**src/rtl/ddr3_app_if.sv**
```systemverilog
// ddr3_app_if: request/response FIFO and MIG app bundle for ddr3_app_scheduler
interface ddr3_app_if #(
    parameter int ADDR_WIDTH     = 32,
    parameter int APP_ADDR_WIDTH = 29,
    parameter int DATA_WIDTH     = 128,
    parameter int RSP_FREE_WIDTH = 5
);
    localparam int MASK_WIDTH = DATA_WIDTH / 8;
    logic                      wr_req_empty;
    logic [ADDR_WIDTH-1:0]     wr_req_addr;
    logic [DATA_WIDTH-1:0]     wr_req_data;
    logic [MASK_WIDTH-1:0]     wr_req_be;
    logic                      wr_req_pop;
    logic                      rd_req_empty;
    logic [ADDR_WIDTH-1:0]     rd_req_addr;
    logic                      rd_req_pop;
    logic [RSP_FREE_WIDTH-1:0] rd_rsp_free;
    logic                      rd_rsp_valid;
    logic [ADDR_WIDTH-1:0]     rd_rsp_addr;
    logic [DATA_WIDTH-1:0]     rd_rsp_data;
    logic [APP_ADDR_WIDTH-1:0] app_addr;
    logic [2:0]                app_cmd;
    logic                      app_en;
    logic                      app_rdy;
    logic [DATA_WIDTH-1:0]     app_wdf_data;
    logic [MASK_WIDTH-1:0]     app_wdf_mask;
    logic                      app_wdf_wren;
    logic                      app_wdf_end;
    logic                      app_wdf_rdy;
    logic [DATA_WIDTH-1:0]     app_rd_data;
    logic                      app_rd_data_valid;

    modport master (
        input  wr_req_empty, wr_req_addr, wr_req_data, wr_req_be,
        input  rd_req_empty, rd_req_addr, rd_rsp_free,
        input  app_rdy, app_wdf_rdy, app_rd_data, app_rd_data_valid,
        output wr_req_pop, rd_req_pop, rd_rsp_valid, rd_rsp_addr, rd_rsp_data,
        output app_addr, app_cmd, app_en, app_wdf_data, app_wdf_mask, app_wdf_wren, app_wdf_end
    );
    modport slave (
        output wr_req_empty, wr_req_addr, wr_req_data, wr_req_be,
        output rd_req_empty, rd_req_addr, rd_rsp_free,
        output app_rdy, app_wdf_rdy, app_rd_data, app_rd_data_valid,
        input  wr_req_pop, rd_req_pop, rd_rsp_valid, rd_rsp_addr, rd_rsp_data,
        input  app_addr, app_cmd, app_en, app_wdf_data, app_wdf_mask, app_wdf_wren, app_wdf_end
    );
endinterface

```
**src/rtl/ddr3_app_scheduler.sv**
```systemverilog
// ddr3_app_scheduler: arbitrates FWFT read/write request FIFOs onto the MIG app interface,
// tagging outstanding reads with their address and throttling on response FIFO space.
module ddr3_app_scheduler #(
    parameter int ADDR_WIDTH      = 32,
    parameter int APP_ADDR_WIDTH  = 29,
    parameter int DATA_WIDTH      = 128,
    parameter int MAX_OUTSTANDING = 8,
    parameter int ARB_MODE        = 0,
    parameter int WR_STARVE_LIMIT = 4,
    parameter int RSP_FREE_WIDTH  = 5,
    localparam int MASK_WIDTH     = DATA_WIDTH / 8,
    localparam int OW             = $clog2(MAX_OUTSTANDING + 1)
) (
    input  logic          clk,
    input  logic          rst_n,
    input  logic          en_i,
    ddr3_app_if.master    bus,
    output logic [OW-1:0] outstanding_o,
    output logic          busy_o,
    output logic          protocol_err_o
);
    localparam int PW = $clog2(MAX_OUTSTANDING);
    localparam int SW = $clog2(WR_STARVE_LIMIT + 1);

    typedef enum logic [1:0] {IDLE, RD_ISSUE, WR_ISSUE} state_t;

    state_t                    state_q, state_d;
    logic [ADDR_WIDTH-1:0]     addr_q, addr_d;
    logic [2:0]                cmd_q, cmd_d;
    logic                      app_en_q, app_en_d, wren_q, wren_d;
    logic [DATA_WIDTH-1:0]     wdata_q, wdata_d, rsp_data_q;
    logic [MASK_WIDTH-1:0]     mask_q, mask_d;
    logic [SW-1:0]             starve_q, starve_d;
    logic                      last_rd_q;
    logic [ADDR_WIDTH-1:0]     tag_mem [MAX_OUTSTANDING];
    logic [PW-1:0]             wptr_q, rptr_q;
    logic [OW-1:0]             out_q;
    logic                      rsp_valid_q, err_q;
    logic [ADDR_WIDTH-1:0]     rsp_addr_q;
    logic [RSP_FREE_WIDTH-1:0] rsp_free;
    logic                      rd_elig, wr_elig, wr_force, idle_en, grant_rd, grant_wr, tag_push, tag_pop;

    assign rsp_free = bus.rd_rsp_free;
    assign rd_elig  = !bus.rd_req_empty && 32'(out_q) < MAX_OUTSTANDING && 32'(out_q) < 32'(rsp_free);
    assign wr_elig  = !bus.wr_req_empty;
    assign wr_force = wr_elig && starve_q == SW'(WR_STARVE_LIMIT);
    assign idle_en  = state_q == IDLE && en_i;
    // mode 1 alternates only when both are eligible; a lone eligible type always wins
    assign grant_rd = idle_en && rd_elig && (ARB_MODE == 0 ? !wr_force : !(wr_elig && last_rd_q));
    assign grant_wr = idle_en && wr_elig && !grant_rd;
    assign tag_push = state_q == RD_ISSUE && bus.app_rdy;
    assign tag_pop  = bus.app_rd_data_valid && out_q != '0;
    assign starve_d = (!wr_elig || grant_wr) ? '0 :
                      (grant_rd && starve_q != SW'(WR_STARVE_LIMIT)) ? starve_q + 1'b1 : starve_q;

    always_comb begin
        state_d  = state_q;
        addr_d   = addr_q;
        cmd_d    = cmd_q;
        app_en_d = app_en_q;
        wren_d   = wren_q;
        wdata_d  = wdata_q;
        mask_d   = mask_q;
        case (state_q)
            IDLE: begin
                if (grant_rd || grant_wr) begin
                    state_d  = grant_rd ? RD_ISSUE : WR_ISSUE;
                    addr_d   = grant_rd ? bus.rd_req_addr : bus.wr_req_addr;
                    cmd_d    = grant_rd ? 3'b001 : 3'b000;
                    app_en_d = 1'b1;
                    wren_d   = grant_wr;
                end
                if (grant_wr) begin
                    wdata_d = bus.wr_req_data;
                    mask_d  = ~bus.wr_req_be;
                end
            end
            RD_ISSUE: begin
                app_en_d = !bus.app_rdy;
                state_d  = bus.app_rdy ? IDLE : RD_ISSUE;
            end
            WR_ISSUE: begin
                app_en_d = app_en_q && !bus.app_rdy;
                wren_d   = wren_q && !bus.app_wdf_rdy;
                state_d  = (app_en_d || wren_d) ? WR_ISSUE : IDLE;
            end
            default: state_d = IDLE;
        endcase
    end

    always_ff @(posedge clk) begin
        if (tag_push) tag_mem[wptr_q] <= addr_q;
    end

    always_ff @(posedge clk or negedge rst_n) begin
        if (!rst_n) begin
            state_q     <= IDLE;
            addr_q      <= '0;
            cmd_q       <= '0;
            app_en_q    <= 1'b0;
            wren_q      <= 1'b0;
            wdata_q     <= '0;
            mask_q      <= '0;
            starve_q    <= '0;
            last_rd_q   <= 1'b0;
            wptr_q      <= '0;
            rptr_q      <= '0;
            out_q       <= '0;
            rsp_valid_q <= 1'b0;
            rsp_addr_q  <= '0;
            rsp_data_q  <= '0;
            err_q       <= 1'b0;
        end else begin
            state_q     <= state_d;
            addr_q      <= addr_d;
            cmd_q       <= cmd_d;
            app_en_q    <= app_en_d;
            wren_q      <= wren_d;
            wdata_q     <= wdata_d;
            mask_q      <= mask_d;
            starve_q    <= starve_d;
            last_rd_q   <= grant_rd ? 1'b1 : grant_wr ? 1'b0 : last_rd_q;
            wptr_q      <= wptr_q + PW'(tag_push);
            rptr_q      <= rptr_q + PW'(tag_pop);
            out_q       <= out_q + OW'(tag_push) - OW'(tag_pop);
            rsp_valid_q <= tag_pop;
            err_q       <= err_q || (bus.app_rd_data_valid && out_q == '0);
            if (tag_pop) begin
                rsp_addr_q <= tag_mem[rptr_q];
                rsp_data_q <= bus.app_rd_data;
            end
        end
    end

    assign bus.wr_req_pop   = grant_wr;
    assign bus.rd_req_pop   = grant_rd;
    assign bus.rd_rsp_valid = rsp_valid_q;
    assign bus.rd_rsp_addr  = rsp_addr_q;
    assign bus.rd_rsp_data  = rsp_data_q;
    assign bus.app_addr     = addr_q[APP_ADDR_WIDTH-1:0];
    assign bus.app_cmd      = cmd_q;
    assign bus.app_en       = app_en_q;
    assign bus.app_wdf_data = wdata_q;
    assign bus.app_wdf_mask = mask_q;
    assign bus.app_wdf_wren = wren_q;
    assign bus.app_wdf_end  = wren_q;
    assign outstanding_o    = out_q;
    assign busy_o           = state_q != IDLE || out_q != '0;
    assign protocol_err_o   = err_q;
endmodule

```
**src/flat_wrapper.sv**
```systemverilog
// flat-port wrapper written by rule: the top's interface ports become plain ports
module ddr3_app_scheduler_flat 
#(
    parameter int ADDR_WIDTH      = 32,
    parameter int APP_ADDR_WIDTH  = 29,
    parameter int DATA_WIDTH      = 128,
    parameter int MAX_OUTSTANDING = 8,
    parameter int ARB_MODE        = 0,
    parameter int WR_STARVE_LIMIT = 4,
    parameter int RSP_FREE_WIDTH  = 5,
    localparam int MASK_WIDTH     = DATA_WIDTH / 8,
    localparam int OW             = $clog2(MAX_OUTSTANDING + 1)
)
  (clk, rst_n, en_i, outstanding_o, busy_o, protocol_err_o, bus_wr_req_empty, bus_wr_req_addr, bus_wr_req_data, bus_wr_req_be, bus_rd_req_empty, bus_rd_req_addr, bus_rd_rsp_free, bus_app_rdy, bus_app_wdf_rdy, bus_app_rd_data, bus_app_rd_data_valid, bus_wr_req_pop, bus_rd_req_pop, bus_rd_rsp_valid, bus_rd_rsp_addr, bus_rd_rsp_data, bus_app_addr, bus_app_cmd, bus_app_en, bus_app_wdf_data, bus_app_wdf_mask, bus_app_wdf_wren, bus_app_wdf_end);
  ddr3_app_if #(.ADDR_WIDTH(ADDR_WIDTH), .APP_ADDR_WIDTH(APP_ADDR_WIDTH), .DATA_WIDTH(DATA_WIDTH), .RSP_FREE_WIDTH(RSP_FREE_WIDTH)) bus_i ();
  input  logic clk;
  input  logic rst_n;
  input  logic en_i;
  output logic [OW-1:0] outstanding_o;
  output logic busy_o;
  output logic protocol_err_o;
  input wire logic [$bits(bus_i.wr_req_empty)-1:0] bus_wr_req_empty;
  input wire logic [$bits(bus_i.wr_req_addr)-1:0] bus_wr_req_addr;
  input wire logic [$bits(bus_i.wr_req_data)-1:0] bus_wr_req_data;
  input wire logic [$bits(bus_i.wr_req_be)-1:0] bus_wr_req_be;
  input wire logic [$bits(bus_i.rd_req_empty)-1:0] bus_rd_req_empty;
  input wire logic [$bits(bus_i.rd_req_addr)-1:0] bus_rd_req_addr;
  input wire logic [$bits(bus_i.rd_rsp_free)-1:0] bus_rd_rsp_free;
  input wire logic [$bits(bus_i.app_rdy)-1:0] bus_app_rdy;
  input wire logic [$bits(bus_i.app_wdf_rdy)-1:0] bus_app_wdf_rdy;
  input wire logic [$bits(bus_i.app_rd_data)-1:0] bus_app_rd_data;
  input wire logic [$bits(bus_i.app_rd_data_valid)-1:0] bus_app_rd_data_valid;
  output wire logic [$bits(bus_i.wr_req_pop)-1:0] bus_wr_req_pop;
  output wire logic [$bits(bus_i.rd_req_pop)-1:0] bus_rd_req_pop;
  output wire logic [$bits(bus_i.rd_rsp_valid)-1:0] bus_rd_rsp_valid;
  output wire logic [$bits(bus_i.rd_rsp_addr)-1:0] bus_rd_rsp_addr;
  output wire logic [$bits(bus_i.rd_rsp_data)-1:0] bus_rd_rsp_data;
  output wire logic [$bits(bus_i.app_addr)-1:0] bus_app_addr;
  output wire logic [$bits(bus_i.app_cmd)-1:0] bus_app_cmd;
  output wire logic [$bits(bus_i.app_en)-1:0] bus_app_en;
  output wire logic [$bits(bus_i.app_wdf_data)-1:0] bus_app_wdf_data;
  output wire logic [$bits(bus_i.app_wdf_mask)-1:0] bus_app_wdf_mask;
  output wire logic [$bits(bus_i.app_wdf_wren)-1:0] bus_app_wdf_wren;
  output wire logic [$bits(bus_i.app_wdf_end)-1:0] bus_app_wdf_end;
  assign bus_i.wr_req_empty = bus_wr_req_empty;
  assign bus_i.wr_req_addr = bus_wr_req_addr;
  assign bus_i.wr_req_data = bus_wr_req_data;
  assign bus_i.wr_req_be = bus_wr_req_be;
  assign bus_i.rd_req_empty = bus_rd_req_empty;
  assign bus_i.rd_req_addr = bus_rd_req_addr;
  assign bus_i.rd_rsp_free = bus_rd_rsp_free;
  assign bus_i.app_rdy = bus_app_rdy;
  assign bus_i.app_wdf_rdy = bus_app_wdf_rdy;
  assign bus_i.app_rd_data = bus_app_rd_data;
  assign bus_i.app_rd_data_valid = bus_app_rd_data_valid;
  assign bus_wr_req_pop = bus_i.wr_req_pop;
  assign bus_rd_req_pop = bus_i.rd_req_pop;
  assign bus_rd_rsp_valid = bus_i.rd_rsp_valid;
  assign bus_rd_rsp_addr = bus_i.rd_rsp_addr;
  assign bus_rd_rsp_data = bus_i.rd_rsp_data;
  assign bus_app_addr = bus_i.app_addr;
  assign bus_app_cmd = bus_i.app_cmd;
  assign bus_app_en = bus_i.app_en;
  assign bus_app_wdf_data = bus_i.app_wdf_data;
  assign bus_app_wdf_mask = bus_i.app_wdf_mask;
  assign bus_app_wdf_wren = bus_i.app_wdf_wren;
  assign bus_app_wdf_end = bus_i.app_wdf_end;
  ddr3_app_scheduler #(.ADDR_WIDTH(ADDR_WIDTH), .APP_ADDR_WIDTH(APP_ADDR_WIDTH), .DATA_WIDTH(DATA_WIDTH), .MAX_OUTSTANDING(MAX_OUTSTANDING), .ARB_MODE(ARB_MODE), .WR_STARVE_LIMIT(WR_STARVE_LIMIT), .RSP_FREE_WIDTH(RSP_FREE_WIDTH)) u_core (.clk(clk), .rst_n(rst_n), .en_i(en_i), .bus(bus_i), .outstanding_o(outstanding_o), .busy_o(busy_o), .protocol_err_o(protocol_err_o));
endmodule
```
**config.mk**
```make
export PLATFORM = sky130hd
export DESIGN_NAME = ddr3_app_scheduler_flat
export DESIGN_NICKNAME = d
export VERILOG_FILES = /design/src/rtl/ddr3_app_if.sv /design/src/rtl/ddr3_app_scheduler.sv /design/src/flat_wrapper.sv
export SDC_FILE = /design/constraint.sdc
export NUM_CORES = 1
export LEC_CHECK = 0
export ABC_AREA = 1
export BUFFER_PORTS_ARGS = -buffer_cell sky130_fd_sc_hd__buf_2
export CORE_AREA = 4 4 269 271
export DETAILED_ROUTE_END_ITERATION = 16
export DIE_AREA = 0 0 273 275
export GPL_TIMING_DRIVEN = 1
export HOLD_SLACK_MARGIN = 0.02
export PLACE_DENSITY = 0.55
export SLEW_MARGIN = 5
export SYNTH_ARGS = -nofsm -noshare
export SYNTH_HDL_FRONTEND = slang
export SYNTH_SLANG_ARGS = --single-unit
```
**constraint.sdc**
```tcl
create_clock -name clk -period 3.2 [get_ports clk]
set_input_delay 0.48 -clock clk [delete_from_list [all_inputs] [get_ports clk]]
set_output_delay 0.48 -clock clk [all_outputs]
set_load 0.01 [all_outputs]
```
==> flow_metrics.tcl <==
set metrics [dict create \
    outcome "finished clean" \
    post_cts_resized 0 \
    clock-sinks 612 \
    grt_pass1_wl_mm 119 \
    htree_levels 3 \
    hold_class "primary input to flop" \
    rows 97 \
    reg2reg_depth 9 \
    slew_headroom_pct 25.7 \
    cellPowerDensity_nw_per_um2 910 \
    path_cells "ha_1 > nand2_1 > clkinv_1 > nand2_1 > nand2_1 > nand2_1 > nand2_4 > nand2_4 > inv_4 > buf_2" \
    die_x_um 273 \
    path_common_cell "nand2_1" \
    layout_common_cells "nand2_1 (1081), buf_2 (693), dfrtp_1 (353)" \
    fin_crit_ns 2.97 \
    finalSetupViolCount 0 \
    via_per_inst 4.63 \
    post_drt_wl_per_cell_um 19.6 \
    clock_path_buffers 3 \
    grt_overflow 0 \
    timing.clock.skew_ns 0.0264 \
    crit_type "flop to output pin" \
    critPathLaunchType "flop" \
    pre_cts_ws_ns 0.536 \
    fmax_ghz 0.337 \
    numCtsBuffers 70 \
    max-cap-violations 0 \
    cp_top_family "simple AND/OR/NAND/NOR gates" \
    core_um2 69800 \
    slew_viol_final 0 \
    reg2reg_slack_ns 0.53 \
    ys_types 28 \
    final_nets 3495 \
    ir_drop_uv 477 \
    finalWorstSetupSlack_ns 0.232 \
    cp_slowest_cell "dfrtp_1" \
    clkSlewWorstSetupHoldPaths_ns 0.06 \
    dp.final_hpwl_mm 56.9 \
    layout-drive-gt1-share_pct 27.1 \
    synth_warnings 0 \
    worstMarginPinSlew_ns 1.11 \
    fill_cells 6687 \
    cts_setup_buffers 0 \
    syn_inst 2480 \
    critPathBufInv 3 \
    syn_avg_cell_area_um2 9.96 \
    tns_ns 0 \
    critical_path_required_ns 2.72 \
    drt_iter0_markers 1214 \
    vias 19100 \
    top_level_ports 697 \
    final_common_cell "nand2_1" \
    critPathCaptureType "output pin" \
    hold_depth 3 \
    max_stage_delay_ns 0.47 \
    wl_mm 81.1 \
    first_pass_iters 5 \
    post-route-period-util_pct 92.8 \
    initial_utilization_pct 35.4 \
    drcViolationCount 0 \
    fp.dieArea_um2 75100 \
    finalHoldViolCount 0 \
    antenna_found_initial 10 \
    synth-seq-cells 612 \
    cp_max_fo 20 \
    die_y_um 275 \
    area.growth.synth_to_final_pct 27.0 \
    grt_max_degree 163 \
    rsz0062_at_grt "no" \
    grt_pass1_vias 19200 \
    cts_tree "done" \
    track_usage_pct 20.9 \
    root_buffer "clkbuf_16" \
    globalplace.congestion 0.893 \
    path_depth 10 \
    synth_seq_area_share_pct 67.2 \
    ctsHoldBuffers 1 \
    portBuffers 694 \
    drtAntennaViolNets 0 \
    arrival_ns 2.49 \
    p_leak_nw 15.9 \
    clk_latency_ns 0.60 \
    syn_area_um2 24700 \
]
-- Yosys cell counts, drive strengths merged --
cell type	count	area [um^2]
a21oi	68	340
nand3	141	706
o21ai	80	400
dfrtp	356	8910
a31oi	1	6.26
edfxtp	256	7690
o21bai	1	7.51
xor2	4	35.0
xnor2	1	8.76
o211ai	64	480
nand4	3	18.8
clkinv	2	7.51
inv	224	841
nor2	14	67.6
fa	1	20.0
ha	18	225
buf	107	638
or2	2	12.5
clkbuf	52	195
nand2	1084	4090
conb	1	3.75
-- cells by family (layout without fill, tap and decap cells) --
logic type / count (synthesis) / count (layout) / share of synthesized area [%]
buffers and inverters: 385 / 1086 / 6.81
XOR/XNOR: 5 / 5 / 0.177
flip-flops: 612 / 612 / 67.2
adder cells (fa/ha/maj): 19 / 19 / 0.993
AO/OA/AOI/OAI: 214 / 214 / 5.00
AND/OR/NAND/NOR: 1244 / 1244 / 19.8
other: 1 / 8 / 0.0152
-- cell type report --
| class | instances | area (um^2) | area share (%) |
|---|---|---|---|
| Antenna cell | 6 | 15.0 | 0.0479 |
| Clock buffer | 101 | 2040 | 6.51 |
| Clock inverter | 26 | 250 | 0.798 |
| Inverter | 226 | 853 | 2.72 |
| Multi-Input combinational cell | 1484 | 6480 | 20.7 |
| Sequential cell | 612 | 16600 | 53.0 |
| Tap cell | 940 | 1180 | 3.75 |
| Timing Repair Buffer | 733 | 3930 | 12.5 |
-- worst reg2reg max path, cell delays in order, from the launching register on --
cell	delay [ns]
dfrtp_1	0.48
inv_1	0.11
ha_1	0.22
nand3_1	0.11
inv_1	0.12
nor2_4	0.18
buf_12	0.36
ha_1	0.72
ha_1	0.16
xor2_1	0.15
-- per-stage QoR --
step	hold WS, ns	instances	utilization, %	power, mW	instance area (um^2)
after floorplan	0.184	2481	-	16.8	24700
final	0.0759	4128	44.9	28.5	31400
after global routing	0.0449	4127	44.9	30.4	31400
after detailed placement	0.409	3994	41.6	20.9	29000
after global placement	0.410	3994	41.6	20.6	29000
after CTS	0.0285	4122	44.9	28.9	31300
-- where the power goes --
group / switching [mW] / internal [mW]
clock: 3.21 / 4.70
combinational: 5.37 / 3.06
sequential: 1.76 / 10.4
total: 10.3 / 18.2
-- state kept, by name (all words and copies together), names as in the netlist --
| register | flops |
|---|---|
| u_core.tag_mem | 256 |
| u_core.state_q | 2 |
| u_core.bus.app_cmd | 1 |
| u_core.addr_q | 32 |
| u_core.outstanding_o | 4 |
| u_core.rptr_q | 3 |
| u_core.bus.app_wdf_data | 128 |
| u_core.wptr_q | 3 |
| u_core.starve_q | 3 |
| u_core.bus.rd_rsp_addr | 32 |
| u_core.bus.app_wdf_mask | 16 |
| u_core.bus.app_en | 1 |
| u_core.protocol_err_o | 1 |
| u_core.bus.rd_rsp_valid | 1 |
| u_core.bus.rd_rsp_data | 128 |
| u_core.bus.app_wdf_end | 1 |
-- layer usage --
| metal | global-route usage, % | wire (um) | share of wire [%] | vias up |
|---|---|---|---|---|
| met3 | 5.47 | 5690 | 7.0 | 132 |
| met4 | 7.30 | 2340 | 2.9 | 6 |
| li1 | - | - | - | 9154 |
| met2 | 35.8 | 40400 | 50 | 613 |
| met5 | 0 | 41 | 0.051 | - |
| met1 | 25.7 | 32600 | 40 | 9195 |
-- path summary, 6_finish.rpt --
| kind | startpoint | endpoint |
|---|---|---|
| min in group asynchronous | rst_n | u_core.bus.rd_rsp_addr[18] |
| worst min register to register | u_core.bus.rd_rsp_data[94] | u_core.bus.rd_rsp_data[94] |
| worst max-delay path | u_core.outstanding_o[2] | bus_wr_req_pop |
| max in group asynchronous | rst_n | u_core.bus.app_wdf_data[72] |
| worst min-delay path | bus_app_rd_data[85] | u_core.bus.rd_rsp_data[85] |
| worst max register to register | u_core.outstanding_o[2] | u_core.rptr_q[2] |
Power figures use the tool's default switching activity.
